### config.mk
export PLATFORM = sky130hd
export DESIGN_NAME = truth_table_scanner
export DESIGN_NICKNAME = d
export VERILOG_FILES = /design/src/rtl/truth_table_scanner_pkg.sv /design/src/rtl/truth_table_scanner_settle_counter.sv /design/src/rtl/truth_table_scanner.sv
export SDC_FILE = /design/constraint.sdc
export NUM_CORES = 1
export LEC_CHECK = 0
export CAP_MARGIN = 20
export CORE_ASPECT_RATIO = 0.8
export CORE_MARGIN = 2
export CORE_UTILIZATION = 55
export DETAILED_ROUTE_END_ITERATION = 8
export DONT_BUFFER_PORTS = 1
export GPL_TIMING_DRIVEN = 0
export PLACE_DENSITY = 0.75
export SKIP_LAST_GASP = 1
export SLEW_MARGIN = 20
export SYNTH_ARGS = -nofsm -noshare
export SYNTH_HDL_FRONTEND = slang
export SYNTH_HIERARCHICAL = 1
export SYNTH_SLANG_ARGS = --single-unit
### constraint.sdc
create_clock -name i_clk -period 1.7 [get_ports i_clk]
set_input_delay 0.17 -clock i_clk [delete_from_list [all_inputs] [get_ports i_clk]]
set_output_delay 0.17 -clock i_clk [all_outputs]
set_load 0.005 [all_outputs]
### src/rtl/truth_table_scanner_pkg.sv
// Shared definitions for the truth-table scanner.
// Contents: FSM state encoding, table/index/counter widths, and the helper
// that maps a stimulus row index onto its bit position in the hex-name table
// (row 000 lands in bit 7, row 111 in bit 0).
package cello_scan_pkg;

  typedef enum logic [1:0] {
    IDLE   = 2'd0,
    APPLY  = 2'd1,
    SAMPLE = 2'd2,
    DONE   = 2'd3
  } state_t;

  localparam int IDX_W = 3;
  localparam int ROWS  = 8;
  localparam int CNT_W = 8;

  function automatic logic [IDX_W-1:0] row_bit(input logic [IDX_W-1:0] idx);
    return IDX_W'(ROWS - 1) - idx;
  endfunction

endpackage

### src/rtl/truth_table_scanner_settle_counter.sv
// Settle-window counter for the truth-table scanner.
// Counts the cycles a stimulus combination has been applied and flags the
// last cycle of the settle window.
// Ports:
//   i_clk   - clock, rising edge
//   i_rst   - synchronous active-high reset
//   i_clear - reload the count to zero (takes priority over i_en)
//   i_en    - advance the count by one
//   o_tc    - terminal count: count equals SETTLE-1
module settle_counter
  import cello_scan_pkg::*;
#(
  parameter int unsigned SETTLE = 4
) (
  input  logic i_clk,
  input  logic i_rst,
  input  logic i_clear,
  input  logic i_en,
  output logic o_tc
);

  logic [CNT_W-1:0] r_cnt;

  always_ff @(posedge i_clk) begin
    if (i_rst) begin
      r_cnt <= '0;
    end else if (i_clear) begin
      r_cnt <= '0;
    end else if (i_en) begin
      // The FSM leaves APPLY on terminal count, so with SETTLE <= 255 the
      // count never passes 255 and cannot wrap.
      r_cnt <= r_cnt + CNT_W'(1);
    end
  end

  assign o_tc = (r_cnt == CNT_W'(SETTLE - 1));

endmodule

### src/rtl/truth_table_scanner.sv
// Truth-table scanner: drives a 3-input gate through all 8 input rows,
// samples its output after a settle window and assembles the observed
// table in hex-name order, then compares it against EXPECTED.
//
// state  | meaning
// IDLE   | waiting for i_start; stimulus held at 000, last results visible
// APPLY  | current row driven, settle counter running
// SAMPLE | i_dut_out captured into the table for the current row
// DONE   | one-cycle completion pulse; match/mismatch valid
//
// Ports:
//   i_clk, i_rst      - clock (rising edge), synchronous active-high reset
//   i_start           - begin a scan, honoured only in IDLE
//   i_dut_out         - gate output, same clock domain
//   o_in1/o_in2/o_in3 - registered stimulus, {o_in1,o_in2,o_in3} = row index
//   o_busy            - high during APPLY/SAMPLE
//   o_done            - one-cycle pulse when the scan completes
//   o_table_out       - captured table, bit 7 = row 000, bit 0 = row 111
//   o_match           - o_table_out == EXPECTED
//   o_mismatch_mask   - o_table_out ^ EXPECTED
module truth_table_scanner
  import cello_scan_pkg::*;
#(
  parameter logic [ROWS-1:0] EXPECTED = 8'hD4,
  parameter int unsigned     SETTLE   = 4
) (
  input  logic            i_clk,
  input  logic            i_rst,
  input  logic            i_start,
  input  logic            i_dut_out,
  output logic            o_in1,
  output logic            o_in2,
  output logic            o_in3,
  output logic            o_busy,
  output logic            o_done,
  output logic [ROWS-1:0] o_table_out,
  output logic            o_match,
  output logic [ROWS-1:0] o_mismatch_mask
);

  state_t           r_state;
  state_t           w_next_state;
  logic             w_cnt_clear;
  logic             w_cnt_en;
  logic             w_cnt_tc;
  logic             w_busy;
  logic             w_done;
  logic             w_last_row;
  logic [IDX_W-1:0] r_idx;
  logic [ROWS-1:0]  r_table;
  logic [ROWS-1:0]  w_table_next;
  logic             r_match;
  logic [ROWS-1:0]  r_mismatch;

  settle_counter #(
    .SETTLE (SETTLE)
  ) u_settle (
    .i_clk   (i_clk),
    .i_rst   (i_rst),
    .i_clear (w_cnt_clear),
    .i_en    (w_cnt_en),
    .o_tc    (w_cnt_tc)
  );

  assign w_last_row = (r_idx == IDX_W'(ROWS - 1));

  always_ff @(posedge i_clk) begin
    if (i_rst) begin
      r_state <= IDLE;
    end else begin
      r_state <= w_next_state;
    end
  end

  always_comb begin
    w_next_state = r_state;
    w_cnt_clear  = 1'b0;
    w_cnt_en     = 1'b0;
    w_busy       = 1'b0;
    w_done       = 1'b0;
    case (r_state)
      IDLE: begin
        if (i_start) begin
          w_cnt_clear  = 1'b1;
          w_next_state = APPLY;
        end
      end
      APPLY: begin
        w_busy   = 1'b1;
        w_cnt_en = 1'b1;
        if (w_cnt_tc) begin
          w_next_state = SAMPLE;
        end
      end
      SAMPLE: begin
        w_busy      = 1'b1;
        w_cnt_clear = 1'b1;
        w_next_state = w_last_row ? DONE : APPLY;
      end
      DONE: begin
        w_done       = 1'b1;
        w_next_state = IDLE;
      end
      default: begin
        w_next_state = IDLE;
      end
    endcase
  end

  // Table as it will be after this cycle's SAMPLE edge; used so the final
  // compare sees the last row and lands in the same cycle as o_done.
  always_comb begin
    w_table_next                = r_table;
    w_table_next[row_bit(r_idx)] = i_dut_out;
  end

  always_ff @(posedge i_clk) begin
    if (i_rst) begin
      r_idx      <= '0;
      r_table    <= '0;
      r_match    <= 1'b0;
      r_mismatch <= '0;
    end else begin
      case (r_state)
        IDLE: begin
          if (i_start) begin
            r_idx      <= '0;
            r_table    <= '0;
            r_match    <= 1'b0;
            r_mismatch <= '0;
          end
        end
        SAMPLE: begin
          r_table <= w_table_next;
          if (w_last_row) begin
            r_match    <= (w_table_next == EXPECTED);
            r_mismatch <= w_table_next ^ EXPECTED;
          end else begin
            r_idx <= r_idx + IDX_W'(1);
          end
        end
        DONE: begin
          r_idx <= '0;
        end
        default: begin
        end
      endcase
    end
  end

  assign o_in1           = r_idx[2];
  assign o_in2           = r_idx[1];
  assign o_in3           = r_idx[0];
  assign o_busy          = w_busy;
  assign o_done          = w_done;
  assign o_table_out     = r_table;
  assign o_match         = r_match;
  assign o_mismatch_mask = r_mismatch;

endmodule
==> results of run 1 <==
-- cell usage in the layout (no fill, tap or decap), types with 6 or more instances in the layout --
cell       instances
buf_4              8
dfxtp_1           25
nand2_1            7
mux2i_1            8
clkbuf_8           6
ha_1               6
nor2_1            29
a2bb2oi_1         12
a22oi_1            7
nand3b_1           7
-- how the worst max path moves through the flow --
| stage | endpoint | slack (ns) | depth (start not counted) |
|---|---|---|---|
| detailed placement | o_mismatch_mask[4]$_SDFFE_PP0P_ | -0.34 | 7 |
| global route | r_state[0]$_SDFFE_PP0P_ | -0.1 | 7 |
| CTS | r_state[0]$_SDFFE_PP0P_ | -0.02 | 7 |
| finish | r_state[1]$_SDFFE_PP0P_ | -0.03 | 7 |
| floorplan | r_state[0]$_SDFFE_PP0P_ | 0.004 | 7 |
| global placement | o_mismatch_mask[6]$_SDFFE_PP0P_ | -0.25 | 7 |
-- cell families (layout without fill, tap and decap cells) --
family	count (synthesis)	after routing	share of synthesized area
and+or+nand+nor	75	75	0.243
AOI/OAI and AO/OA	39	39	0.189
DFF	30	30	0.365
buffers and inverters	13	28	0.0388
muxes	11	11	0.0669
adders and majority gates	10	10	0.0760
xor gates and xnor gates	4	4	0.0213
-- metal layers --
layer | up-vias | share of wire | routed length (um) | global-route usage
met5 | - | 0 | 0 | 0
met4 | 0 | 0.023 | 93 | 0.0903
met2 | 58 | 0.43 | 1750 | 0.366
met3 | 10 | 0.095 | 385 | 0.0851
met1 | 696 | 0.45 | 1840 | 0.357
li1 | 688 | - | - | -
-- power by group through the flow --
| stage | combinational (mW) | clock (mW) | sequential, mW |
|---|---|---|---|
| floorplan | 0.408 | 0 | 0.791 |
| global placement | 0.476 | 0 | 0.798 |
| detailed placement | 0.500 | 0 | 0.802 |
| CTS | 0.636 | 0.602 | 0.789 |
| global route | 0.735 | 0.636 | 0.799 |
| finish | 0.677 | 0.599 | 0.795 |
-- worst reg2reg max path, delay by kind of cell (launching register included) --
family / cells / cell delay (ns)
DFF: 1 / 0.36
and+or+nand+nor: 2 / 0.62
buffers and inverters: 1 / 0.10
adders and majority gates: 1 / 0.13
AOI/OAI and AO/OA: 3 / 0.39
-- timing repair --
item                                   in CTS  in global routing
setup endpoints to repair                  20                 30
endpoints found under the hold margin       1                  0
gates resized for setup                    17                 17
pin swaps                                   1                  2
hold buffers                                1                  0
setup buffers                               4                  3
-- cell usage after synthesis (2+ instances only) --
master,instances,area share
nand3b_1,7,0.032
o21ai_0,3,0.0091
dfxtp_1,30,0.36
buf_2,3,0.0091
nor4_1,2,0.0076
nor2b_1,4,0.015
nor3b_1,3,0.014
a2bb2oi_1,12,0.064
ha_1,10,0.076
xor2_1,3,0.016
nor3_1,2,0.0061
mux2i_1,11,0.067
nand3_1,5,0.015
a21o_1,3,0.014
a21oi_1,5,0.015
o211ai_1,2,0.0091
nand4_1,3,0.011
clkbuf_1,5,0.011
inv_1,3,0.0068
nor2_1,29,0.066
nand2b_1,4,0.015
a22oi_1,7,0.032
or3_1,2,0.0076
nand2_1,7,0.016
a211oi_1,2,0.0091
-- flip-flops by register name (all words and copies together), names as in the netlist --
name	flops
r_idx	3
u_settle/r_cnt	8
o_mismatch_mask	8
r_state	2
o_match	1
o_table_out	8
-- cell type report --
cell class / count / area, um^2 / share of cell area
Multi-Input combinational cell: 139 / 1090 / 0.553
Sequential cell: 30 / 612 / 0.309
Clock buffer: 6 / 82.6 / 0.0417
Timing Repair Buffer: 8 / 62.6 / 0.0316
Buffer: 9 / 55.1 / 0.0278
Tap cell: 38 / 47.5 / 0.0240
Clock inverter: 2 / 12.5 / 0.00633
Inverter: 3 / 11.3 / 0.00569
-- through the flow --
| stage | utilization | total power [mW] | setup WS (ns) | std cells | setup TNS [ns] |
|---|---|---|---|---|---|
| floorplan | - | 1.20 | 0.00431 | 182 | 0 |
| global placement | 0.605 | 1.27 | -0.248 | 220 | -2.24 |
| detailed placement | 0.605 | 1.30 | -0.341 | 220 | -3.23 |
| CTS | 0.680 | 2.03 | -0.0169 | 233 | -0.0418 |
| global route | 0.705 | 2.17 | -0.0954 | 235 | -0.584 |
| finish | 0.705 | 2.07 | -0.0313 | 235 | -0.0313 |
==> flow_metrics.env, run 1 <==
export IMPL_core_area_um2=2810
export IMPL_r2r_slack_ns=-0.03
export IMPL_drive_above_1_share=0.239
export IMPL_cts_tree="done"
export IMPL_cp_required_ns=1.86
export IMPL_vias_per_cell=6.18
export IMPL_fmaxAchievable_mhz=578
export IMPL_dpl_cell_area_um2=1700
export IMPL_htree_levels=2
export IMPL_clock_root_buffer="clkbuf_8"
export IMPL_start_util=0.586
export IMPL_clk_pin_slew_worst_paths_ns=0.06
export IMPL_num_rows=17
export IMPL_clk_latency_ns=0.29
export IMPL_critical_path_max_stage_delay_ns=0.47
export IMPL_synth_area_um2=1650
export IMPL_routed_wl_um=4070
export IMPL_drt_iter0_markers=68
export IMPL_max_vdd_ir_drop_mv=0.967
export IMPL_grt_pass1_vias=1342
export IMPL_layout_nets=210
export IMPL_slew_headroom=0.665
export IMPL_critPathBufInv=1
export IMPL_vias=1452
export IMPL_maxCapViolations=0
export IMPL_design_area_um2=1980
export IMPL_p_sw_mw=0.702
export IMPL_setup_slack_ns=-0.0313
export IMPL_async_flop_share=0
export IMPL_die_area_um2=3450
export IMPL_die_h_um=52.9
export IMPL_finalHoldViolCount=0
export IMPL_grt_usage=0.256
export IMPL_grt_overflow_total=0
export IMPL_hp_start="i_rst"
export IMPL_wire_per_inst_um=17.3
export IMPL_dieWidth_um=65.2
export IMPL_syn_to_final_growth_pct=20.1
export IMPL_syn_inst=182
export IMPL_ctsLongestPathBuffers=2
export IMPL_hold_ws_ns=0.0289
export IMPL_finalSetupViolations=1
export IMPL_seq_power_share=0.384
export IMPL_synth_seq_cells=30
export IMPL_fillers=222
export IMPL_r2r_cells=7
export IMPL_p_per_area_nw_per_um2=1050
export IMPL_diodes=0
export IMPL_p_int_mw=1.37
export IMPL_dr_pass1_iters=5
export IMPL_min_path_type="in2reg"
export IMPL_cts_buffers_inserted=5
export IMPL_grt_pass1_wl_um=6570
export IMPL_top_level_ports=26
export IMPL_critPathSlowestCell="or4b_4"
export IMPL_ant_nets=0
export IMPL_min_to="u_settle/r_cnt[7]$_SDFFE_PP0P_"
export IMPL_drc=0
export IMPL_path_delay_family="simple AND/OR/NAND/NOR gates"
export IMPL_ys_seq_area_frac=0.365
export IMPL_startpoint="u_settle/r_cnt[0]$_SDFFE_PP0P_"
export IMPL_min_period_ns=1.73
export IMPL_path_cells="ha_4 -> or4b_4 -> nor4_4 -> inv_1 -> a21oi_4 -> a21o_1 -> a21oi_2"
export IMPL_r2r_start="u_settle/r_cnt[0]$_SDFFE_PP0P_"
export IMPL_ys_flop_type="dfxtp_1"
export IMPL_leakage_nw=0.734
export IMPL_crit_path_end_kind="flop"
export IMPL_violations="negative setup slack"
export IMPL_startpoint_type="flop"
export IMPL_synth_distinct_cells=40
export IMPL_grt_start_max_net_pins=11
export IMPL_crit_type="reg2reg"
export IMPL_crit_arrival_ns=1.89
export IMPL_pwr_share_clk=0.289
export IMPL_finalMaxSlewViolations=0
export IMPL_postSynthAreaPerCell_um2=9.05
export IMPL_rr_endpoint="r_state[1]$_SDFFE_PP0P_"
export IMPL_swShare=0.339
export IMPL_whs_path_depth=2
export IMPL_fin_skew_ns=0.00339
export IMPL_finalCritPeriodShare=1.02
export IMPL_dp_hpwl_um=2770
export IMPL_path_max_fanout=4
export IMPL_run_status="finished with violations"
export IMPL_synth_edff_count=0
export IMPL_grt_setup_unrepaired="true"
export IMPL_p_comb_frac=0.327
export IMPL_yosys_warnings=6
export IMPL_tightest_slew_ns=0.502
export IMPL_clock_sinks=30
export IMPL_port_buffers=0
export IMPL_synth_nets=196
export IMPL_globalplace_congestion=0.805
export IMPL_antenna_found_initial=0
Note: power is estimated with default switching activity, not from simulation.
==> inputs of run 2 (changes only) <==
- GPL_TIMING_DRIVEN: 0 -> default
- TNS_END_PERCENT: default -> 5
==> run 2 against run 1 <==
  * First-iteration DRC count is 4.4% lower
  * Clock-buffer cell count is 1 higher
  * Combinational power is 9.7% lower
  * Clock power is 1% lower
  * Worst hold slack worse by 0.092 ns
  * Worst setup slack better by 0.0010 ns
  * Design area is 5.6% lower
  * Register-to-register slack hardly changed
  * The flow finishes with violations (negative hold slack, negative setup slack)
==> flow_metrics.env, run 2 (synthesized netlist as in run 1, its figures left out) <==
export IMPL_run_status="finished with violations"
export IMPL_violations="negative hold slack, negative setup slack"
export IMPL_dp_hpwl_um=2650
export IMPL_die_area_um2=3450
export IMPL_finalHoldViolCount=21
export IMPL_ant_nets=0
export IMPL_crit_arrival_ns=1.94
export IMPL_cp_required_ns=1.91
export IMPL_grt_pass1_vias=1223
export IMPL_tightest_slew_ns=0.336
export IMPL_clock_sinks=30
export IMPL_vias_per_cell=6.02
export IMPL_cts_tree="done"
export IMPL_drt_iter0_markers=65
export IMPL_layout_nets=207
export IMPL_startpoint_type="flop"
export IMPL_drive_above_1_share=0.155
export IMPL_finalMaxSlewViolations=0
export IMPL_htree_levels=2
export IMPL_vias=1396
export IMPL_finalCritPeriodShare=1.02
export IMPL_slew_headroom=0.769
export IMPL_globalplace_congestion=0.865
export IMPL_routed_wl_um=3720
export IMPL_grt_pass1_wl_um=6000
export IMPL_hold_ws_ns=-0.0633
export IMPL_crit_path_end_kind="flop"
export IMPL_critPathSlowestCell="or4b_1"
export IMPL_cts_setup_buffers=0
export IMPL_dieWidth_um=65.2
export IMPL_core_area_um2=2810
export IMPL_clock_root_buffer="clkbuf_8"
export IMPL_dp_cells=224
export IMPL_path_max_fanout=4
export IMPL_min_period_ns=1.73
export IMPL_port_buffers=0
export IMPL_fin_skew_ns=0.00387
export IMPL_p_per_area_nw_per_um2=1050
export IMPL_diodes=0
export IMPL_crit_type="reg2reg"
export IMPL_grt_usage=0.240
export IMPL_grt_overflow_total=0
export IMPL_path_delay_family="simple AND/OR/NAND/NOR gates"
export IMPL_grt_start_max_net_pins=26
export IMPL_fmaxAchievable_mhz=578
export IMPL_clk_pin_slew_worst_paths_ns=0.06
export IMPL_drc=0
export IMPL_path_cells="ha_1 -> or4b_1 -> nor4_2 -> inv_1 -> a21oi_4 -> nor2_1 -> a211oi_2"
export IMPL_cts_buffers_inserted=5
export IMPL_instances_no_fill=232
export IMPL_final_common_cell="dfxtp_1"
export IMPL_wire_per_inst_um=16.0
export IMPL_leakage_nw=0.728
export IMPL_antenna_found_initial=0
export IMPL_num_rows=17
export IMPL_clk_latency_ns=0.29
export IMPL_critPathBufInv=1
export IMPL_fillers=238
export IMPL_die_h_um=52.9
export IMPL_start_util=0.586
export IMPL_critical_path_max_stage_delay_ns=0.47
export IMPL_maxCapViolations=0
export IMPL_dr_pass1_iters=4
export IMPL_setup_slack_ns=-0.0302
export IMPL_top_level_ports=26
export IMPL_finalSetupViolations=2
export IMPL_min_path_type="in2reg"
export IMPL_ctsLongestPathBuffers=2
export IMPL_grt_setup_unrepaired="true"
export IMPL_syn_to_final_growth_pct=13.4
export IMPL_max_vdd_ir_drop_mv=0.752
export IMPL_final_cell_mix="dfxtp_1, nor2_1, buf_4, a2bb2oi_1, mux2i_1"
==> run 2: cell count changes in the layout (fill, tap and decap cells not counted), sizes merged <==
cell | before | now
clkbuf | 11 | 7
clkinvlp | 1 | 0
buf | 11 | 14
dlygate4sd3 | 1 | 0
==> run 2: through the flow <==
step	power (mW)	cell area (um^2)	setup TNS, ns	util	setup slack (ns)
6_report	1.97	1870	-0.0528	0.665	-0.0302
5_1_grt	2.07	1870	-0.503	0.665	-0.127
4_1_cts	1.94	1850	-0.167	0.660	-0.0867
3_5_place_dp	1.34	1750	-0.235	0.623	-0.144
3_3_place_gp	1.31	1750	0	0.623	0.0351
2_1_floorplan	1.20	1650	0	-	0.00431
==> run 2: area by class of cell <==
class | count | area (um^2) | share of cell area
clock buffer | 7 | 86.3 | 0.0462
tap | 38 | 47.5 | 0.0255
clock inverter | 1 | 5.00 | 0.00268
sequential | 30 | 601 | 0.322
inverter | 3 | 11.3 | 0.00603
timing repair buffer | 14 | 105 | 0.0563
multi-input combinational | 139 | 1010 | 0.542
==> run 2: what timing repair did <==
action / 4_1_cts / 5_1_grt
gates resized for setup: 2 / 3
pin swaps: 1 / 0
endpoints found under the hold margin: 21 / 21
endpoints found under the setup margin: 2 / 13
==> run 2: power by group <==
group,leakage [nW],total [mW],switching [mW],internal [mW]
clock,0.0482,0.593,0.268,0.326
sequential,0.242,0.763,0.0255,0.737
combinational,0.437,0.611,0.356,0.254
total,0.728,1.97,0.649,1.32
==> run 2: final timing paths <==
check	cells past startpoint	endpoint	slack, ns	from
max	7	r_state[0]$_SDFFE_PP0P_	-0.03	u_settle/r_cnt[1]$_SDFFE_PP0P_
min	1	r_state[1]$_SDFFE_PP0P_	-0.06	i_rst
max reg2reg	7	r_state[0]$_SDFFE_PP0P_	-0.03	u_settle/r_cnt[1]$_SDFFE_PP0P_
min reg2reg	2	o_mismatch_mask[5]$_SDFFE_PP0P_	0.52	o_mismatch_mask[5]$_SDFFE_PP0P_
==> run 2: worst reg2reg max path, delay by kind of cell (launching register included) <==
family	cells	cell delay [ns]
and+or+nand+nor	3	0.70
DFF	1	0.33
buffers and inverters	1	0.10
adders and majority gates	1	0.17
AOI/OAI and AO/OA	2	0.36
==> run 2: per-layer routing <==
metal,wire length (um),share of wire,global-route usage
met1,1760,0.47,0.327
met2,1560,0.42,0.330
met3,315,0.085,0.0660
met4,83,0.022,0.153
met5,0,0,0
